<file path="src/rtl/host_uart_pkg.sv">
`default_nettype none
// ============================================================================
// Module  : host_uart_pkg
// Brief   : Shared types and constants for the host-side UART transmitter.
// Revision: 1.0 - initial release
// ============================================================================
package host_uart_pkg;

  typedef enum logic [2:0] {
    IDLE   = 3'd0,
    START  = 3'd1,
    DATA   = 3'd2,
    PARITY = 3'd3,
    STOP   = 3'd4
  } tx_state_t;

  localparam int MIN_DIV   = 4;
  localparam int DATA_BITS = 8;

endpackage
`default_nettype wire

</file>
<file path="src/rtl/host_uart_fifo.sv">
`default_nettype none
// ============================================================================
// Module  : host_uart_fifo
// Brief   : Synchronous FIFO with show-ahead read data and an occupancy count.
// Revision: 1.0 - initial release
// ============================================================================
module host_uart_fifo #(
  parameter int WIDTH = 8,
  parameter int DEPTH = 8
) (
  input  logic                     clk,
  input  logic                     rstn,
  input  logic                     push,
  input  logic                     pop,
  input  logic [WIDTH-1:0]         wdata,
  output logic [WIDTH-1:0]         rdata,
  output logic [$clog2(DEPTH):0]   count,
  output logic                     full,
  output logic                     empty
);

  localparam int                  c_aw   = $clog2(DEPTH);
  localparam logic [c_aw:0]       c_full = (c_aw + 1)'(DEPTH);

  logic [WIDTH-1:0] r_mem [DEPTH];
  logic [c_aw-1:0]  r_wr_ptr;
  logic [c_aw-1:0]  r_rd_ptr;
  logic [c_aw:0]    r_count;
  logic             w_push;
  logic             w_pop;

  assign full   = (r_count == c_full);
  assign empty  = (r_count == '0);
  assign count  = r_count;
  assign rdata  = r_mem[r_rd_ptr];
  assign w_push = push & ~full;
  assign w_pop  = pop & ~empty;

  always_ff @(posedge clk) begin
    if (w_push) r_mem[r_wr_ptr] <= wdata;
  end

  // Pointers wrap naturally; full/empty come only from the count.
  always_ff @(posedge clk or negedge rstn) begin
    if (!rstn) begin
      r_wr_ptr <= '0;
      r_rd_ptr <= '0;
      r_count  <= '0;
    end else begin
      if (w_push) r_wr_ptr <= r_wr_ptr + 1'b1;
      if (w_pop)  r_rd_ptr <= r_rd_ptr + 1'b1;
      case ({w_push, w_pop})
        2'b10:   r_count <= r_count + 1'b1;
        2'b01:   r_count <= r_count - 1'b1;
        default: r_count <= r_count;
      endcase
    end
  end

endmodule
`default_nettype wire

</file>
<file path="src/rtl/host_uart_tx.sv">
`default_nettype none
// ============================================================================
// Module  : host_uart_tx
// Brief   : FIFO-buffered 8-bit UART transmitter, optional parity, 1/2 stops.
// Revision: 1.0 - initial release
// ============================================================================
module host_uart_tx
  import host_uart_pkg::*;
#(
  parameter int FIFO_DEPTH = 8,
  parameter int DIV_W      = 16
) (
  input  logic                          clk,
  input  logic                          rstn,
  input  logic [DIV_W-1:0]              cfg_div,
  input  logic                          cfg_par_en,
  input  logic                          cfg_par_odd,
  input  logic                          cfg_stop2,
  input  logic                          in_valid,
  input  logic [7:0]                    in_data,
  output logic                          in_ready,
  output logic                          txd,
  output logic                          busy,
  output logic [$clog2(FIFO_DEPTH):0]   fifo_count
);

  localparam logic [DIV_W-1:0] c_min_div  = DIV_W'(MIN_DIV);
  localparam logic [2:0]       c_last_bit = 3'(DATA_BITS - 1);

  tx_state_t        r_state, w_state_nx;
  logic [DIV_W-1:0] r_div_cnt, w_div_cnt_nx;
  logic [DIV_W-1:0] r_div, w_div_nx;
  logic [2:0]       r_bit_idx, w_bit_idx_nx;
  logic [7:0]       r_shift, w_shift_nx;
  logic             r_par, w_par_nx;
  logic             r_par_en, w_par_en_nx;
  logic             r_par_odd, w_par_odd_nx;
  logic             r_stop2, w_stop2_nx;
  logic             r_stop_extra, w_stop_extra_nx;
  logic             r_txd, w_txd_nx;

  logic             w_full, w_empty, w_pop, w_bit_end, w_load;
  logic [7:0]       w_head;
  logic [DIV_W-1:0] w_eff_div;

  host_uart_fifo #(.WIDTH(8), .DEPTH(FIFO_DEPTH)) u_fifo (
    .clk   (clk),
    .rstn  (rstn),
    .push  (in_valid),
    .pop   (w_pop),
    .wdata (in_data),
    .rdata (w_head),
    .count (fifo_count),
    .full  (w_full),
    .empty (w_empty)
  );

  assign in_ready  = ~w_full;
  assign busy      = (r_state != IDLE) || !w_empty;
  assign txd       = r_txd;
  assign w_eff_div = (cfg_div < c_min_div) ? c_min_div : cfg_div;
  assign w_bit_end = (r_div_cnt == '0);

  always_ff @(posedge clk or negedge rstn) begin
    if (!rstn) begin
      r_state      <= IDLE;
      r_div_cnt    <= '0;
      r_div        <= c_min_div;
      r_bit_idx    <= '0;
      r_shift      <= '0;
      r_par        <= 1'b0;
      r_par_en     <= 1'b0;
      r_par_odd    <= 1'b0;
      r_stop2      <= 1'b0;
      r_stop_extra <= 1'b0;
      r_txd        <= 1'b1;
    end else begin
      r_state      <= w_state_nx;
      r_div_cnt    <= w_div_cnt_nx;
      r_div        <= w_div_nx;
      r_bit_idx    <= w_bit_idx_nx;
      r_shift      <= w_shift_nx;
      r_par        <= w_par_nx;
      r_par_en     <= w_par_en_nx;
      r_par_odd    <= w_par_odd_nx;
      r_stop2      <= w_stop2_nx;
      r_stop_extra <= w_stop_extra_nx;
      r_txd        <= w_txd_nx;
    end
  end

  always_comb begin
    w_state_nx      = r_state;
    w_div_cnt_nx    = w_bit_end ? r_div_cnt : r_div_cnt - 1'b1;
    w_div_nx        = r_div;
    w_bit_idx_nx    = r_bit_idx;
    w_shift_nx      = r_shift;
    w_par_nx        = r_par;
    w_par_en_nx     = r_par_en;
    w_par_odd_nx    = r_par_odd;
    w_stop2_nx      = r_stop2;
    w_stop_extra_nx = r_stop_extra;
    w_txd_nx        = r_txd;
    w_load          = 1'b0;

    case (r_state)
      IDLE: begin
        w_txd_nx = 1'b1;
        if (!w_empty) w_load = 1'b1;
      end
      START: begin
        if (w_bit_end) begin
          w_state_nx   = DATA;
          w_txd_nx     = r_shift[0];
          w_par_nx     = r_shift[0];
          w_shift_nx   = r_shift >> 1;
          w_bit_idx_nx = '0;
          w_div_cnt_nx = r_div - 1'b1;
        end
      end
      DATA: begin
        if (w_bit_end) begin
          w_div_cnt_nx = r_div - 1'b1;
          if (r_bit_idx == c_last_bit) begin
            if (r_par_en) begin
              w_state_nx = PARITY;
              w_txd_nx   = r_par ^ r_par_odd;
            end else begin
              w_state_nx      = STOP;
              w_txd_nx        = 1'b1;
              w_stop_extra_nx = r_stop2;
            end
          end else begin
            w_bit_idx_nx = r_bit_idx + 1'b1;
            w_txd_nx     = r_shift[0];
            w_par_nx     = r_par ^ r_shift[0];
            w_shift_nx   = r_shift >> 1;
          end
        end
      end
      PARITY: begin
        if (w_bit_end) begin
          w_state_nx      = STOP;
          w_txd_nx        = 1'b1;
          w_stop_extra_nx = r_stop2;
          w_div_cnt_nx    = r_div - 1'b1;
        end
      end
      STOP: begin
        if (w_bit_end) begin
          if (r_stop_extra) begin
            w_stop_extra_nx = 1'b0;
            w_div_cnt_nx    = r_div - 1'b1;
          end else if (!w_empty) begin
            w_load = 1'b1;
          end else begin
            w_state_nx = IDLE;
          end
        end
      end
      default: begin
        w_state_nx = IDLE;
        w_txd_nx   = 1'b1;
      end
    endcase

    // Frame start: shadow the config so mid-frame changes wait for the next byte.
    if (w_load) begin
      w_state_nx   = START;
      w_txd_nx     = 1'b0;
      w_shift_nx   = w_head;
      w_div_nx     = w_eff_div;
      w_div_cnt_nx = w_eff_div - 1'b1;
      w_par_en_nx  = cfg_par_en;
      w_par_odd_nx = cfg_par_odd;
      w_stop2_nx   = cfg_stop2;
    end
  end

  assign w_pop = w_load;

endmodule
`default_nettype wire

</file>
<file path="config.mk">
export PLATFORM = sky130hd
export DESIGN_NAME = host_uart_tx
export DESIGN_NICKNAME = d
export VERILOG_FILES = /design/src/rtl/host_uart_pkg.sv /design/src/rtl/host_uart_fifo.sv /design/src/rtl/host_uart_tx.sv
export SDC_FILE = /design/constraint.sdc
export NUM_CORES = 1
export LEC_CHECK = 0
export CORE_ASPECT_RATIO = 1.1
export CORE_MARGIN = 2
export CORE_UTILIZATION = 45
export CTS_CLUSTER_DIAMETER = 200
export CTS_CLUSTER_SIZE = 40
export DETAILED_ROUTE_END_ITERATION = 10
export PLACE_DENSITY = 0.61
export SLEW_MARGIN = 20
export SYNTH_ARGS = -nofsm -noshare
export SYNTH_HDL_FRONTEND = slang
export SYNTH_HIERARCHICAL = 1
export SYNTH_SLANG_ARGS = --single-unit
</file>
<file path="constraint.sdc">
create_clock -name clk -period 4.71 [get_ports clk]
set_input_delay 0.942 -clock clk [delete_from_list [all_inputs] [get_ports clk]]
set_output_delay 0.942 -clock clk [all_outputs]
set_load 0.01 [all_outputs]
</file>
# Yosys cells after proc, flatten, opt, wreduce, memory -nomap -nowiden
# Memory sizes are Yosys's and may differ from the RTL's.
# Cells that the tools add are included.
# Widths: inputs -> output; s select.
# word_totals
regBits	62
ram_bits	64
memories	1
# op_classes
n_addsub	8
n_lt_le_gt_ge	1
eq_ne	25
mux	49
bitwise_logic	6
n_reduce_logical	16
# memory_table
name	words	word_bits	rd	rd_clocked_by_memory_dff	write_ports	line	rtl
u_fifo.r_mem	8	8	1	0	1	host_uart_fifo.sv:25	logic [WIDTH-1:0] r_mem [DEPTH];
# op_table
op	count
$mux 16	6
$sub 16x1->16 const B	3
$mux 3	12
$mux 8	4
$pmux 16 s2	1
$ne 3x2->1 const B	7
$mux 1	18
$logic_not 16->1	1
$lt 16x3->1 const B	1
$pmux 8 s2	1
$pmux 3 s5	1
$ne 2x2->1 const B	7
$reduce_and 4->1	3
$add 3x1->3 const B	3
$reduce_bool 3->1	3
$pmux 4 s2	1
$reduce_and 8->1	1
$eq 3x2->1 const B	2
$eq 3x3->1 const B	2
$pmux 3 s2	1
$reduce_and 6->1	1
$add 4x1->4 const B	1
$eq 4x4->1 const B	1
$logic_not 4->1	1
17 further kinds	23

# Logic depth before layout (Yosys ltp)
# Gate-level depths: netlist of the first run.
# logic_depth
ltp_word	8
mapped_depth	15
ltp_nobuf	14

# Cells and area by module
# Netlist of the first run, hierarchy kept.
# modules_own_cells
module	n_inst	cells_each	area_each_um2	seq_area_each_um2
host_uart_tx	1	389	3250.6	1303.8
host_uart_fifo	1	160	3124.2	2172.1

# Worst setup path before layout of the first run
# No wires, ideal clock.
# synth_path
path_kind	register to register
start	register r_div_cnt[0]
end	register u_fifo.r_count[3] (netlist: u_fifo/count[3])
setup_ns	0.134
arrival_time_ns	3.489
required_time_ns	4.576
setup_slack_ns	1.087
path_stages_with_launch	16
period_less_slack_ns	3.623
path_cell_list	dfrtp_1 > inv_1 > ha_1 > nor3b_1 > nand4_2 > o21ai_1 > nand3b_1 > inv_2 > buf_2 > o41ai_1 > inv_1 > ha_1 > ha_1 > or4b_2 > o311ai_0 > o211ai_1
# synth_between
elab_chain_cells	6
# synth_rtl
item	line	rtl
from (decl)	host_uart_tx.sv:31	logic [DIV_W-1:0] r_div_cnt, w_div_cnt_nx;
from (signal assigned)	host_uart_tx.sv:79	r_div_cnt <= w_div_cnt_nx;
$logic_not 16->1 *	host_uart_tx.sv:62	assign w_bit_end = (r_div_cnt == '0);
$mux 1 *	host_uart_tx.sv:150	if (w_bit_end) begin
$pmux 1 s2 *	host_uart_tx.sv:106	case (r_state)
net w_load	host_uart_tx.sv:42	logic w_full, w_empty, w_pop, w_bit_end, w_load;
$and 1x1->1 *	host_uart_fifo.sv:37	assign w_pop = pop & ~empty;
net u_fifo.w_pop	host_uart_fifo.sv:30	logic w_pop;
$eq 2x1->1 or $eq 2x2->1 (tied branches)	host_uart_fifo.sv:52	case ({w_push, w_pop})
$pmux 4 s2 or $reduce_bool 2->1 (tied branches)	--	
to (signal assigned)	host_uart_fifo.sv:53	2'b10: r_count <= r_count + 1'b1;
to (signal assigned)	host_uart_fifo.sv:54	2'b01: r_count <= r_count - 1'b1;
to (signal assigned)	host_uart_fifo.sv:55	default: r_count <= r_count;
to (decl)	host_uart_fifo.sv:28	logic [c_aw:0] r_count;
# The timed path passes the listed nets; every way through them passes the cells marked *.
# A chain may end at the register's enable or synchronous reset.

# Worst setup path in the final report of the first run
# layout_path
start	register r_div_cnt[0]
end	register u_fifo.r_count[3] (netlist: u_fifo/count[3])
# layout_between
elab_chain_cells	6
# layout_rtl
item	line
$logic_not 16->1 *	host_uart_tx.sv:62
$mux 1 *	host_uart_tx.sv:150
$pmux 1 s2 *	host_uart_tx.sv:106
$and 1x1->1 *	host_uart_fifo.sv:37
net u_fifo.w_pop	host_uart_fifo.sv:30
$eq 2x1->1 or $eq 2x2->1 (tied branches)	host_uart_fifo.sv:52
$pmux 4 s2 or $reduce_bool 2->1 (tied branches)	--
# Marks and branches as above.

==> metrics.md, run 1 <==
| Metric | Value |
|---|---|
| Status | finished, final reports clean |
| CP top delay family | simple AND/OR/NAND/NOR gates |
| Post-CTS resize count | 0 |
| Global Route met1 Usage | 23.2% |
| Maximum VDD drop | 0.000325 V |
| Largest fanout on the critical path | 15 |
| Filler cells | 1242 |
| Hold path depth | 2 |
| Async SR Flop Fraction | 49.2% |
| GP Congestion | 0.842 |
| CP Buf/Inv Count | 4 |
| GR met3 Demand/Resource | 4.17% |
| Crit path time final | 3830 ps |
| Clk_skew | 9.07 ps |
| Post-Synth Adder-Cell Area | 2.28% |
| M2 GR Usage | 33.1% |
| Post-synth top flop | edfxtp_1 |
| CP Capture Type | flop |
| Leak Pwr | 2.88 nW |
| Rows | 45 |
| Vias/cell | 5.57 |
| FF+latch area | 0.00348 mm² |
| Hold path startpoint | r_div[15]$_DFFE_PN0P_ |
| Synth Area in Simple Gates | 15.9% |
| # diodes | 0 |
| Synth cell types | 60 |
| Post-layout util | 54.3% |
| Sw Ratio | 28.2% |
| Cell count after synthesis | 549 |
| Die ar. | 0.0151 mm² |
| Synthesized cell area | 0.00637 mm² |
| Syn Area/Cell | 11.6 µm² |
| Fmax | 261 MHz |
| H-Tree Depth | 4 |
| Hold buffer count at CTS | 0 |
| CTS tree | done |
| Flop pwr share | 43.9% |
| Inserted Clock Buffers | 17 |
| CTS Root Cell | clkbuf_16 |
| Crit path top cell by count | ha_1 |
| First-pass GRT wire length | 22300 µm |
| Clock slew at reported path FFs | 60 ps |
| Initial Utilization | 46.0% |
| Total negative slack | 0 ps |
| Post-synthesis compound-gate area fraction | 10.3% |
| Initial antenna violation count | 0 |
| Yosys reg bits | 126 |
| Largest family of logic cells by synthesized area | simple AND/OR/NAND/NOR gates |
| # Post-CTS Setup Buffers | 0 |
| WS Path Type | flop to flop |
| Number of global-route vias before repair | 4369 |
| Iteration-0 DRC Markers | 336 |
| FF-to-FF setup slack | 880 ps |
| Most frequent cells in the layout | 90 x nand2_1, 64 x edfxtp_1, 60 x dfrtp_1, 35 x clkdlybuf4s50_1, 32 x o21ai_0 |
| Cell area power density | 463 mW/mm² |
| Share of layout cells above drive strength 1 | 10.6% |
| Final wirelength | 13600 µm |
| Drt first pass iters | 5 |
| Fin. Hold Viols | 0 |
| Synthesis-to-layout area growth | 18.0% |
| Clock tree buffer depth | 2 |
| CP max-delay cell | or4b_2 |
| Syn. warnings | 6 |
| Critical Path Start Type | flop |
| Clk pwr share | 39.1% |
| Worst Tran Pin Value | 943 ps |
| Number of top-level pins | 37 |
| Core ar. | 0.0139 mm² |
| Largest net degree at the start of global routing | 46 |
| Min-Delay Path Class | flop to flop |
| GRT busiest layer | met2 |
| Seq/Total Area, Yosys | 54.5% |
| Hpwl dp | 9280 µm |
| Mux cell area share after synthesis | 9.15% |
| Nets | 631 |
| Die width | 117 µm |
| Worst EP arrival | 4110 ps |
| Worst flop-to-flop path startpoint | r_div_cnt[0]$_DFF_PN0_ |
| Footprint of the multi-input gates | 0.00271 mm² |
| Logic gate share of total power | 17.0% |
| Max_cap viols | 0 |
| Number of synthesized flops with an enable pin | 64 |
| Clock Latency Late Sink | 420 ps |
| DRC violations left | 0 |
| Most common cell after layout, fill and taps aside | nand2_1 |
| GRT overflow | 0 |
| Int Power | 2.50 mW |
| Sw power | 0.983 mW |
| Reg2Reg Depth | 15 |
| GRT Util Overall | 18.9% |
| CP cell instances | inv_1 > ha_1 > nor3b_1 > nand4_2 > buf_4 > o21ai_1 > nand3b_1 > inv_2 > o41ai_1 > inv_1 > ha_1 > ha_1 > or4b_2 > o311ai_0 > o211ai_1 |
| Worst EP required | 4990 ps |
| Clk sinks | 126 |
| RSZ-0062 raised after global routing | no |
| Wire per inst | 17.2 µm |
| Die Ht | 129 µm |
| Synth Area in XOR/XNOR | 4.95% |
| Port bufs | 36 |
| Syn_nets | 590 |
| Largest stage delay, worst path | 640 ps |
| Hold endpoint | r_div[15]$_DFFE_PN0P_ |
| Slew HR | 36.9% |
| Reg2reg end | u_fifo/count[3]$_DFFE_PN0P_ |
| Post-route ant nets | 0 |
| Final period utilization | 81.4% |
| Setup violators final | 0 |
| Via count | 4403 |
| Slew Limit Fails | 0 |
flip-flops by register name (all words and copies together) (netlist names), 3 cells and up:
signal / count
r_div: 16
u_fifo/r_rd_ptr: 3
r_div_cnt: 16
u_fifo/r_wr_ptr: 3
r_bit_idx: 3
r_shift: 8
u_fifo/r_mem: 64
r_state: 3
u_fifo/count: 4
cell families (layout without fill, tap and decap cells):
| family | after synthesis | count (layout) |
|---|---|---|
| flops | 126 | 126 |
| xor+xnor | 36 | 36 |
| mux | 31 | 31 |
| compound gates | 105 | 105 |
| fa+ha+maj | 11 | 11 |
| simple gates | 201 | 201 |
| buf+inv | 39 | 93 |
Yosys cell counts, types with 2 or more instances:
cell / number / share of area, %
or4b_2: 2 / 0.31
mux2i_1: 5 / 0.79
a22o_1: 2 / 0.27
and2_1: 2 / 0.20
or4_1: 2 / 0.24
a22oi_1: 3 / 0.35
xor2_1: 12 / 1.6
o22ai_1: 4 / 0.39
inv_1: 17 / 1.0
nor4_4: 2 / 0.67
a31oi_1: 7 / 0.69
nand2b_1: 5 / 0.49
xnor2_1: 24 / 3.3
nor3_1: 14 / 1.1
a211oi_1: 7 / 0.82
o41ai_1: 4 / 0.55
dfstp_2: 2 / 0.82
edfxtp_1: 64 / 30
clkbuf_1: 9 / 0.53
o31ai_1: 2 / 0.24
nor2_1: 31 / 1.8
a21oi_1: 24 / 1.9
o21ai_0: 32 / 2.5
nand2_1: 90 / 5.3
mux4_1: 16 / 6.6
a21o_1: 4 / 0.47
buf_6: 2 / 0.35
buf_2: 8 / 0.63
mux2_2: 10 / 1.8
o211ai_1: 4 / 0.47
a21boi_0: 3 / 0.35
nand3_1: 15 / 1.2
or3_1: 3 / 0.29
nor4_1: 9 / 0.88
ha_1: 10 / 2.0
nand3b_1: 6 / 0.71
nor2b_1: 4 / 0.39
nor3b_1: 8 / 0.94
dfrtp_1: 60 / 24
layer usage:
metal,vias up,part of all wire (%),wire (µm)
met5,-,0,0
met4,0,1.5,200
met3,22,4.2,576
met2,108,50,6780
met1,2156,44,6010
li1,2117,-,-
worst min-delay path: cells and delay by family, from the launching register on:
| family | cells | cell delay [ps] |
|---|---|---|
| flops | 1 | 360 |
| simple gates | 2 | 110 |
worst max path at each step:
stage	startpoint	endpoint	slack, ps	cells after the start
finish	r_div_cnt[0]$_DFF_PN0_	u_fifo/count[3]$_DFFE_PN0P_	880	15
global placement	r_div_cnt[0]$_DFF_PN0_	u_fifo/count[3]$_DFFE_PN0P_	1110	15
detailed placement	r_div_cnt[0]$_DFF_PN0_	u_fifo/count[3]$_DFFE_PN0P_	910	15
global route	r_div_cnt[0]$_DFF_PN0_	u_fifo/count[3]$_DFFE_PN0P_	520	15
floorplan	r_div_cnt[0]$_DFF_PN0_	u_fifo/count[3]$_DFFE_PN0P_	1090	15
CTS	r_div_cnt[0]$_DFF_PN0_	u_fifo/count[3]$_DFFE_PN0P_	880	15
layout make-up:
class                   instances  share of cell area, %
clock buffers                  17                   5.66
clock inverters                15                   2.64
inverters                      18                  0.898
multi-input cells             384                   36.0
flip-flops and latches        126                   46.2
well taps                     188                   3.13
repair buffers                 43                   5.42
metrics by stage:
stage	instances	setup slack (ps)	cell area (µm²)	power [mW]	hold slack (ps)
floorplan	549	1090	6370	1.91	454
global placement	759	1110	6900	2.12	470
detailed placement	759	913	6900	2.14	487
CTS	791	884	7520	3.52	500
global route	791	521	7520	3.65	540
finish	791	878	7520	3.48	499
power groups by stage:
stage                     Sequential [mW]  Combinational, mW  Clock, mW
after floorplan                      1.49              0.412          0
after global placement               1.54              0.580          0
after detailed placement             1.55              0.594          0
after CTS                            1.53              0.597       1.39
after global routing                 1.55              0.658       1.44
final                                1.53              0.591       1.36
(Power assumes the default switching activity.)
==> inputs of run 2 (changes only) <==
--- a/config.mk
+++ b/config.mk
@@ -11,7 +11,7 @@
 export CTS_CLUSTER_DIAMETER = 200
 export CTS_CLUSTER_SIZE = 40
 export DETAILED_ROUTE_END_ITERATION = 10
-export PLACE_DENSITY = 0.61
+export PLACE_DENSITY = 0.63
 export SLEW_MARGIN = 20
 export SYNTH_ARGS = -nofsm -noshare
 export SYNTH_HDL_FRONTEND = slang
==> constraint.sdc (replaced) <==
create_clock -name clk -period 3.42 [get_ports clk]
set_input_delay 0.684 -clock clk [delete_from_list [all_inputs] [get_ports clk]]
set_output_delay 0.684 -clock clk [all_outputs]
set_load 0.01 [all_outputs]
==> metrics.md, run 2 (synthesis results as in run 1) <==
| Metric | Value |
|---|---|
| Worst EP required | 3700 ps |
| Post-route ant nets | 0 |
| Initial Utilization | 46.0% |
| Most frequent cells in the layout | 90 x nand2_1, 64 x edfxtp_1, 60 x dfrtp_1, 35 x clkdlybuf4s50_1, 32 x o21ai_0 |
| Setup violators final | 0 |
| Rows | 45 |
| Drt first pass iters | 5 |
| CTS Root Cell | clkbuf_16 |
| Share of layout cells above drive strength 1 | 14.9% |
| FF-to-FF setup slack | 220 ps |
| First-pass GRT wire length | 22100 µm |
| Final wirelength | 13800 µm |
| Inserted Clock Buffers | 17 |
| Die ar. | 0.0151 mm² |
| Worst EP arrival | 3490 ps |
| Wire per inst | 16.9 µm |
| Max_cap viols | 0 |
| CP Capture Point | u_fifo/count[3]$_DFFE_PN0P_ |
| Clk sinks | 126 |
| GRT Util Overall | 18.9% |
| Most common cell after layout, fill and taps aside | nand2_1 |
| Clock tree buffer depth | 2 |
| Min-Delay Path Class | primary input to asynchronous set/reset pin |
| Iteration-0 DRC Markers | 279 |
| Critical Path Start Type | flop |
| H-Tree Depth | 4 |
| # diodes | 0 |
| Critical path launch point | r_div_cnt[4]$_DFF_PN0_ |
| Hold buffer count at CTS | 0 |
| Clock slew at reported path FFs | 60 ps |
| Reg2reg end | u_fifo/count[3]$_DFFE_PN0P_ |
| CP Capture Type | flop |
| Biggest regs | u_fifo/r_mem x64, r_div x16, r_div_cnt x16 |
| Hpwl dp | 9210 µm |
| Slew HR | 40.6% |
| Vias/cell | 5.50 |
| Crit path time final | 3200 ps |
| Fin. Hold Viols | 0 |
| Cell area power density | 608 mW/mm² |
| Clk_skew | 6.97 ps |
| Nets | 654 |
| Worst Tran Pin Value | 891 ps |
| Largest net degree at the start of global routing | 48 |
| Slew Limit Fails | 0 |
| Synthesis-to-layout area growth | 20.5% |
| DRC violations left | 0 |
| RSZ-0062 raised after global routing | no |
| Die Ht | 129 µm |
| Port bufs | 36 |
| Via count | 4479 |
| Leak Pwr | 2.97 nW |
| Clock Latency Late Sink | 420 ps |
| GP Congestion | 0.795 |
| Final period utilization | 93.7% |
| Core ar. | 0.0139 mm² |
| Largest fanout on the critical path | 7 |
| WS Path Type | flop to flop |
| Total power draw | 4.67 mW |
| CTS tree | done |
| Max FFs per register | 64 |
| Number of global-route vias before repair | 4261 |
| Initial antenna violation count | 0 |
| Reg2Reg Depth | 12 |
| Status | finished, final reports clean |
| Reg with most FFs | u_fifo/r_mem |
| GRT overflow | 0 |
| Die width | 117 µm |
| Total negative slack | 0 ps |
| Maximum VDD drop | 0.000436 V |
| Number of top-level pins | 37 |
| Worst flop-to-flop path startpoint | r_div_cnt[4]$_DFF_PN0_ |
| Fmax | 312 MHz |
-- run 2: through the flow --
step	util, %	cell area (µm²)	worst slack (ps)	std cells	hold slack [ps]
2_1_floorplan	-	6390	33.4	549	388
3_3_place_gp	50.7	7020	176	774	468
3_5_place_dp	50.7	7020	17.4	774	483
4_1_cts	54.8	7580	52.5	806	492
5_1_grt	55.5	7680	18.4	814	315
6_report	55.5	7680	215	814	280
-- run 2: repair_timing --
| item | in CTS | in global routing |
|---|---|---|
| buffers inserted | 0 | 8 |
| pin swaps | 0 | 4 |
| resized for setup | 1 | 7 |
| gates cloned | 0 | 0 |
| endpoints found under the setup margin | 1 | 1 |
-- run 2: critical path, stage by stage, from the launching register on --
cell      delay, ps
dfrtp_1         440
nor4_1          460
nand4_2         190
o21ai_2         190
nand3b_1        150
inv_2           100
o41ai_2          90
inv_1           160
ha_4            180
ha_4            210
or4b_2          630
o311ai_1        130
o211ai_1        160
-- run 2: power by group --
| part | total (mW) | internal (mW) | switching (mW) |
|---|---|---|---|
| sequential | 2.09 | 1.86 | 0.231 |
| clock | 1.67 | 0.948 | 0.726 |
| combinational | 0.909 | 0.470 | 0.439 |
-- run 2: final cells by class --
| cell class | instances | area (µm²) |
|---|---|---|
| flip-flops and latches | 126 | 3480 |
| inverters | 18 | 67.6 |
| clock inverters | 15 | 125 |
| repair buffers | 66 | 583 |
| multi-input cells | 384 | 2770 |
| clock buffers | 17 | 425 |
| well taps | 188 | 235 |
| fillers | 1201 | 6170 |
-- run 2: how the worst min path moves through the flow --
stage,startpoint,end,slack (ps),cells after the start
after global placement,r_bit_idx[1]$_DFFE_PN0P_,r_bit_idx[1]$_DFFE_PN0P_,470,2
after global routing,rstn,r_bit_idx[2]$_DFFE_PN0P_,320,1
after detailed placement,r_bit_idx[0]$_DFFE_PN0P_,r_bit_idx[0]$_DFFE_PN0P_,480,2
final,rstn,r_state[1]$_DFFE_PN0P_,280,1
after floorplan,rstn,r_bit_idx[0]$_DFFE_PN0P_,390,0
after CTS,rstn,r_stop_extra$_DFFE_PN0P_,490,1
-- run 2: layer usage --
layer	GRT usage, %	vias to the layer above	share of wire, %
met1	23.6	2197	44
met4	6.73	0	1.4
met3	4.79	16	4.2
met5	0	-	0
met2	32.2	103	51
li1	-	2163	-
==> inputs of run 3 (changes only) <==
--- a/config.mk
+++ b/config.mk
@@ -11,6 +11,7 @@
 export CTS_CLUSTER_DIAMETER = 200
 export CTS_CLUSTER_SIZE = 40
 export DETAILED_ROUTE_END_ITERATION = 10
+export GPL_ROUTABILITY_DRIVEN = 0
 export PLACE_DENSITY = 0.63
 export SLEW_MARGIN = 20
 export SYNTH_ARGS = -nofsm -noshare
==> results of run 3 <==
Same layout as run 2: the final DEF is identical, and so are final timing and power.
